### config.mk
export PLATFORM = sky130hd
export DESIGN_NAME = xor_chunk_seq
export DESIGN_NICKNAME = d
export VERILOG_FILES = /design/src/rtl/xor_seq_pkg.sv /design/src/rtl/xor_chunk_seq_cell.sv /design/src/rtl/xor_chunk_seq.sv
export SDC_FILE = /design/constraint.sdc
export NUM_CORES = 1
export LEC_CHECK = 0
export ABC_AREA = 1
export BUFFER_PORTS_ARGS = -buffer_cell sky130_fd_sc_hd__buf_2
export CORE_MARGIN = 8
export CORE_UTILIZATION = 58
export CTS_CLUSTER_DIAMETER = 200
export CTS_CLUSTER_SIZE = 30
export DETAILED_ROUTE_END_ITERATION = 12
export GPL_TIMING_DRIVEN = 0
export HOLD_SLACK_MARGIN = 0.12
export PLACE_DENSITY = 0.88
export SYNTH_ARGS = -nofsm -noshare
export SYNTH_HDL_FRONTEND = slang
export SYNTH_SLANG_ARGS = --single-unit
### constraint.sdc
create_clock -name clk -period 3.97 [get_ports clk]
set_input_delay 0.1985 -clock clk [delete_from_list [all_inputs] [get_ports clk]]
set_output_delay 0.1985 -clock clk [all_outputs]
set_load 0.005 [all_outputs]
### src/rtl/xor_seq_pkg.sv
// Shared types for the chunked XOR sequencer.
// FSM state encoding and opcode constants.
package xor_seq_pkg;

  typedef enum logic [1:0] {
    IDLE,
    RUN,
    DONE
  } state_t;

  localparam logic OP_XOR  = 1'b0;
  localparam logic OP_FOLD = 1'b1;

endpackage

### src/rtl/xor_chunk_seq_cell.sv
// Gate-level W-bit XOR cell.
// Shared by every chunk step of the sequencer.
module xor_chunk_seq_cell #(
  parameter int W = 8
) (
  input  logic [W-1:0] x_i,
  input  logic [W-1:0] y_i,
  output logic [W-1:0] z_o
);

  for (genvar g = 0; g < W; g++) begin : g_bit
    xor u_xor (z_o[g], x_i[g], y_i[g]);
  end

endmodule

### src/rtl/xor_chunk_seq.sv
// Multi-cycle sequencer around one shared XOR cell.
// Chunk-wise XOR of two operands, or XOR-fold of one.
module xor_chunk_seq
  import xor_seq_pkg::*;
#(
  parameter int W = 8,
  parameter int N = 4
) (
  input  logic           clk,
  input  logic           rst,
  input  logic           in_valid,
  output logic           in_ready,
  input  logic           op,
  input  logic [W*N-1:0] a,
  input  logic [W*N-1:0] b,
  output logic           out_valid,
  input  logic           out_ready,
  output logic [W*N-1:0] out_data,
  output logic           busy
);

  localparam int IW = (N > 1) ? $clog2(N) : 1;

  state_t         state_q, state_d;
  logic [IW-1:0]  idx_q, idx_d;
  logic [W-1:0]   acc_q, acc_d;
  logic [W*N-1:0] a_q, a_d;
  logic [W*N-1:0] b_q, b_d;
  logic           op_q, op_d;
  logic [W*N-1:0] out_q, out_d;

  logic [W-1:0]   a_ch, b_ch;
  logic [W-1:0]   cell_x, cell_y, cell_z;
  logic           last;
  logic           fold;

  assign last = (idx_q == IW'(N - 1));
  assign fold = (op_q == OP_FOLD);

  // Select the current chunk of each latched operand.
  always_comb begin
    a_ch = '0;
    b_ch = '0;
    for (int i = 0; i < N; i++) begin
      if (idx_q == IW'(i)) begin
        a_ch = a_q[i*W +: W];
        b_ch = b_q[i*W +: W];
      end
    end
  end

  assign cell_x = fold ? acc_q : a_ch;
  assign cell_y = fold ? a_ch  : b_ch;

  xor_chunk_seq_cell #(
    .W (W)
  ) u_cell (
    .x_i (cell_x),
    .y_i (cell_y),
    .z_o (cell_z)
  );

  // State register; reset wins over any handshake.
  always_ff @(posedge clk) begin
    if (rst) state_q <= IDLE;
    else     state_q <= state_d;
  end

  // Next-state decode.
  always_comb begin
    state_d = state_q;
    unique case (state_q)
      IDLE:    if (in_valid)  state_d = RUN;
      RUN:     if (last)      state_d = DONE;
      DONE:    if (out_ready) state_d = IDLE;
      default: state_d = IDLE;
    endcase
  end

  // Handshake outputs come from registered state only.
  always_comb begin
    in_ready  = (state_q == IDLE);
    out_valid = (state_q == DONE);
    busy      = (state_q != IDLE);
  end

  // Datapath next-state: load on accept, one chunk per RUN cycle.
  always_comb begin
    idx_d = idx_q;
    acc_d = acc_q;
    a_d   = a_q;
    b_d   = b_q;
    op_d  = op_q;
    out_d = out_q;
    unique case (state_q)
      IDLE: begin
        if (in_valid) begin
          a_d   = a;
          b_d   = b;
          op_d  = op;
          idx_d = '0;
          acc_d = '0;
          out_d = '0;
        end
      end
      RUN: begin
        if (fold) begin
          acc_d = cell_z;
          if (last) begin
            out_d          = '0;
            out_d[W-1:0]   = cell_z;
          end
        end else begin
          for (int i = 0; i < N; i++) begin
            if (idx_q == IW'(i)) out_d[i*W +: W] = cell_z;
          end
        end
        idx_d = last ? '0 : idx_q + IW'(1);
      end
      default: ;
    endcase
  end

  // Datapath registers; reset drops any in-flight work.
  always_ff @(posedge clk) begin
    if (rst) begin
      idx_q <= '0;
      acc_q <= '0;
      a_q   <= '0;
      b_q   <= '0;
      op_q  <= OP_XOR;
      out_q <= '0;
    end else begin
      idx_q <= idx_d;
      acc_q <= acc_d;
      a_q   <= a_d;
      b_q   <= b_d;
      op_q  <= op_d;
      out_q <= out_d;
    end
  end

  assign out_data = out_q;

endmodule

---- Word level (Yosys, flattened, before mapping) ----
Index checks and enable logic that the tools add are counted.
operators by class
  eq/ne operators ......................... 13
  muxes and demuxes ....................... 28
  $add $sub $neg .......................... 1
  bitwise operators ....................... 8
  reductions and logical operators ........ 12
operators by type and width
  cell                                                                     count
  8-bit 2-to-1 mux                                                         16
  32-bit 2-to-1 mux                                                        3
  32-bit one-hot mux with 2 select lines                                   1
  8-bit one-hot mux with 2 select lines                                    1
  3-bit inequality test, second input constant                             4
  4-bit AND reduction                                                      3
  2-bit 2-to-1 mux                                                         5
  3-bit AND reduction                                                      3
  1-bit bitwise XOR                                                        8
  2-bit equality test, second input constant                               3
  2-bit inequality test, second input constant                             3
  2-bit one-hot mux with 3 select lines                                    1
  2-bit by 1-bit equality test with 1-bit output, second input constant    2
  2-bit logical NOT                                                        2
  2-bit one-hot mux with 2 select lines                                    1
  2-bit AND reduction                                                      2
  2-bit nonzero test                                                       2
  2-bit by 1-bit adder with 2-bit output, second input constant            1
  2-bit by 1-bit inequality test with 1-bit output, second input constant  1
storage, ports and cells
  bits of input ports ..................... 69
  register bits after elaboration ......... 109
  word-level logic and storage cells ...... 72
  output and inout bits ................... 35

---- Longest topological paths before layout ----
  word-level depth ........................ 10
  depth in mapped cells ................... 13
  depth with buffers taken out ............ 12

---- By module ----
Synthesis repeated with hierarchy kept, for this count alone.
unflattened totals
  cell total of the unflattened synthesis .. 752
  area, all modules ....................... 5058.6 µm²
modules (own cells, without submodules)
  module              area an instance (µm²)  sequential area each (µm²)  times used  cells an instance
  xor_chunk_seq       4908.5                  2182.1                      1           712
  xor_chunk_seq_cell  150.1                   0.0                         1           40

---- Least setup slack after synthesis ----
Ideal clock, no wire load.
  path kind ............................... reg-to-reg
  from .................................... register idx_q[0]
  to ...................................... register out_q[31] (netlist: out_data[31])
  path slack .............................. 2.304 ns
  period minus slack after synthesis ...... 1.666 ns
  buffers on the path ..................... 1
  setup time .............................. 0.070 ns
  required time ........................... 3.900 ns
  arrival time ............................ 1.596 ns
  cell stages (with the launch flop) ...... 11
  cells stage by stage .................... dfxtp_1 inv_1 ha_1 inv_2 clkbuf_1 nand3_1 nand3_1 nand3_1 nand3_1 nand4_1 a21oi_1
between the ends
  word-level cells in the longest chain between the ends .. 10
  elaborated cells between the ends (all ways) .. 20
  classes of those cells .................. 4 x eq/ne; 13 x mux; 1 x bitwise; 2 x reduce/logical
ends and longest elaborated chain
  item                                        line                                      RTL
  start: declaration                          xor_chunk_seq.sv:25                       logic [IW-1:0] idx_q, idx_d;
  start signal: assignment                    xor_chunk_seq.sv:134                      idx_q <= idx_d;
  2-bit logical NOT                           xor_chunk_seq.sv:45                       if (idx_q == IW'(i)) begin
  8-bit 2-to-1 mux (4 in series)              xor_chunk_seq.sv:45
  8-bit 2-to-1 mux, on equally long branches  xor_chunk_seq.sv:52, xor_chunk_seq.sv:53
  1-bit bitwise XOR                           xor_chunk_seq_cell.sv:12                  xor u_xor (z_o[g], x_i[g], y_i[g]);
  8-bit 2-to-1 mux                            xor_chunk_seq.sv:115                      if (idx_q == IW'(i)) out_d[i*W +: W] = cell_z;
  32-bit 2-to-1 mux                           xor_chunk_seq.sv:107                      if (fold) begin
  32-bit one-hot mux with 2 select lines      xor_chunk_seq.sv:95                       unique case (state_q)
  end signal: assignment                      xor_chunk_seq.sv:139                      out_q <= out_d;
  end: declaration                            xor_chunk_seq.sv:30                       logic [W*N-1:0] out_q, out_d;
Parallel ways exist; a longest one is shown, timed or not. The select of a mux whose other input is x is not followed.
A chain may end at the register's enable or synchronous reset.

---- Worst setup path after layout ----
  from .................................... register idx_q[0]
  to ...................................... register out_q[10] (netlist: out_data[10])
Same word-level chain as after synthesis.

==> metrics.txt <==
Setup WS post-layout=1.532 ns; clock tree buffer depth=2; post-route ant nets=0; Die Span X=105.9 um; share of cells above drive strength 1=18.20%; Worst Path Arrival=2.76 ns; max-slew violation count=0; CP bufs+invs=3; Seq. cell area=0.002182 sq mm; number of CTS-inserted buffers=9; f_max=0.4102 GHz; PortBufs=103; Max Cap Violations=0; max incr delay on CP=0.43 ns; unrepaired setup endpoints after global routing=false; number of synthesized flops with an enable pin=0; Avg WL per Cell=16.60 um; post-synthesis sequential area ratio=46.53%; Unique masters post-synth=28; commonest cells after routing, fill and taps aside=140 x nor2_1, 115 x buf_2, 109 x dfxtp_1; area of the multi-input gates=0.002205 sq mm; P per Cell Area=413.6 mW/mm^2; Ys Warns=0; Post-Synthesis Cell Area=0.004689 sq mm; Hold Vio Cnt, Final=0; Vias per Instance=5.656; die area=0.01122 sq mm; Resized Gates After CTS=0; ys async rst share=0%; Final Skew=0.01347 ns; Syn Nets=721; CP max stage cell=dfxtp_1; Worst Max-Slew Pin Slew=0.5381 ns; Layout Cells excl Fill=929; clk sinks=109; delay-heaviest family, CP=simple AND/OR/NAND/NOR gates; crit path max fanout=10; H-tree Lvls=3; DRC=0; dpl cells=856; die span in y=105.9 um; vias=5254; maximum VDD drop=0.2070 mV; DR iter-0 viols=588; Initial DRT Pass Iterations=5; Crit. End Element=register; core area=0.008010 sq mm; critical path launch point type=register; Slew HR=64.13%; Root Buffer=clkbuf_8; I/O Pins=104; final net count=892; grt ovf=0; first-pass GRT wire length=25.00 mm; post-synthesis sequential element count=109; initial antenna violation count=0; P&R area growth vs syn=30.36%; worst-path cell chain=inv_1, ha_1, inv_2, clkbuf_1, nand3_1, nand3_1, nand2_1, nand3_1, nand4_1, a21oi_1; Syn Inst Count=648; worst hold-check path type=input pin to register; vias in the first global route=5173; CTS tree=yes; Final Setup Violations=0; outcome=completed; Req. time, crit path=4.29 ns; CP Class=register to register; Worst-path clk slew=0.11 ns; setup TNS=0 ns; row count=33; commonest non-fill, non-tap cell in the layout=nor2_1; Initial Utilization=58.54%; clk_lat worst skew=0.38 ns; final worst-path cycle share=61.41%; gr usage total=27.51%; largest net degree at the start of global routing=20; final RePlAce weighted congestion=0.8999; number of fill cells=583; Syn Area/Cell=7.237 sq um; Setup WS pre-CTS=1.752 ns; Lkg Pwr=2.770 nW; most common flop cell mapped by yosys=dfxtp_1; ANT cells=0; post-DP HPWL=10.36 mm; min cycle time layout=2.438 ns; Most common cell on crit path=nand3_1; Routed WL=15.42 mm
==> synthesized netlist by cell type, types with 2 or more instances <==
library cell  count  area, sq um
a21oi_4           2        32.53
nand3_1          49        245.2
clkbuf_1         28        105.1
nor2_2            2        12.51
o21ai_0          96        480.5
buf_6             3        33.78
ha_1              4        50.05
nor2_1          140        525.5
o211ai_1          3        22.52
buf_2            12        60.06
or2_0             2        12.51
o21ai_1          11        55.05
nand2_2           2        12.51
inv_1            19        71.32
inv_2             4        15.01
nand2_1          80        300.3
nor2_4            3        33.78
dfxtp_1         109         2182
nand4_1           9        56.30
a21oi_1          59        295.3
or2_1             4        25.02
==> tightest hold or removal path, cell delays in order <==
cell and delay [ns]:
buf_2 0.10, o21ai_0 0.08, nor2_1 0.08
==> cell type report <==
cell class / count / area share [%]
multi-input combinational: 470 / 36.06
sequential: 109 / 35.69
timing repair buffer: 160 / 17.77
buffer: 44 / 3.377
tap: 105 / 2.149
clock buffer: 10 / 2.088
inverter: 25 / 1.576
clock inverter: 6 / 1.289
==> registers in the layout, indices dropped and copies added, names as in the netlist <==
register	flops
fold	1
out_data	32
idx_q	2
acc_q	8
b_q	32
a_q	32
state_q	2
==> report_power, final <==
group          switching (W)  internal (W)
logic               0.000338      0.000222
registers          0.0000578       0.00120
clock network       0.000409      0.000306
total               0.000804       0.00172
==> metal layers <==
layer,GRT usage (%),part of all wire (%),vias up
met4,15.18,3.9,0
li1,-,-,2491
met1,32.29,39,2392
met3,6.715,9.9,55
met5,0,0,-
met2,45.35,47,316
==> path summary, 6_finish.rpt <==
kind | depth (start not counted) | slack [ns] | startpoint | end
setup / recovery | 10 | 1.53 | idx_q[0] | out_data[10]
hold / removal | 3 | 0.12 | a[30] | a_q[30]
setup reg to reg | 10 | 1.53 | idx_q[0] | out_data[10]
hold reg to reg | 2 | 0.49 | b_q[31] | b_q[31]
==> cells by family after synthesis <==
group           share of synthesized area (%)
simple gates                            26.73
fa+ha+maj                               1.067
compound gates                          19.21
buf+inv                                 6.457
flops                                   46.53
==> timing repair <==
action                                 in CTS  in global routing
setup endpoints to repair                   0                  0
hold buffers                               57                  0
endpoints found under the hold margin      57                  0
setup buffers                               0                  0
==> stage by stage <==
stage / hold slack, ns / total power [W] / instance area (sq um) / utilization [%]
final: 0.1205 / 0.002529 / 6113 / 76.32
after global routing: 0.1333 / 0.002644 / 6113 / 76.32
after CTS: 0.1214 / 0.002498 / 6113 / 76.32
after detailed placement: 0.4113 / 0.001772 / 5336 / 66.62
after global placement: 0.4075 / 0.001750 / 5336 / 66.62
after floorplan: 0.2676 / 0.001588 / 4690 / -
Power figures use the tool's default switching activity.
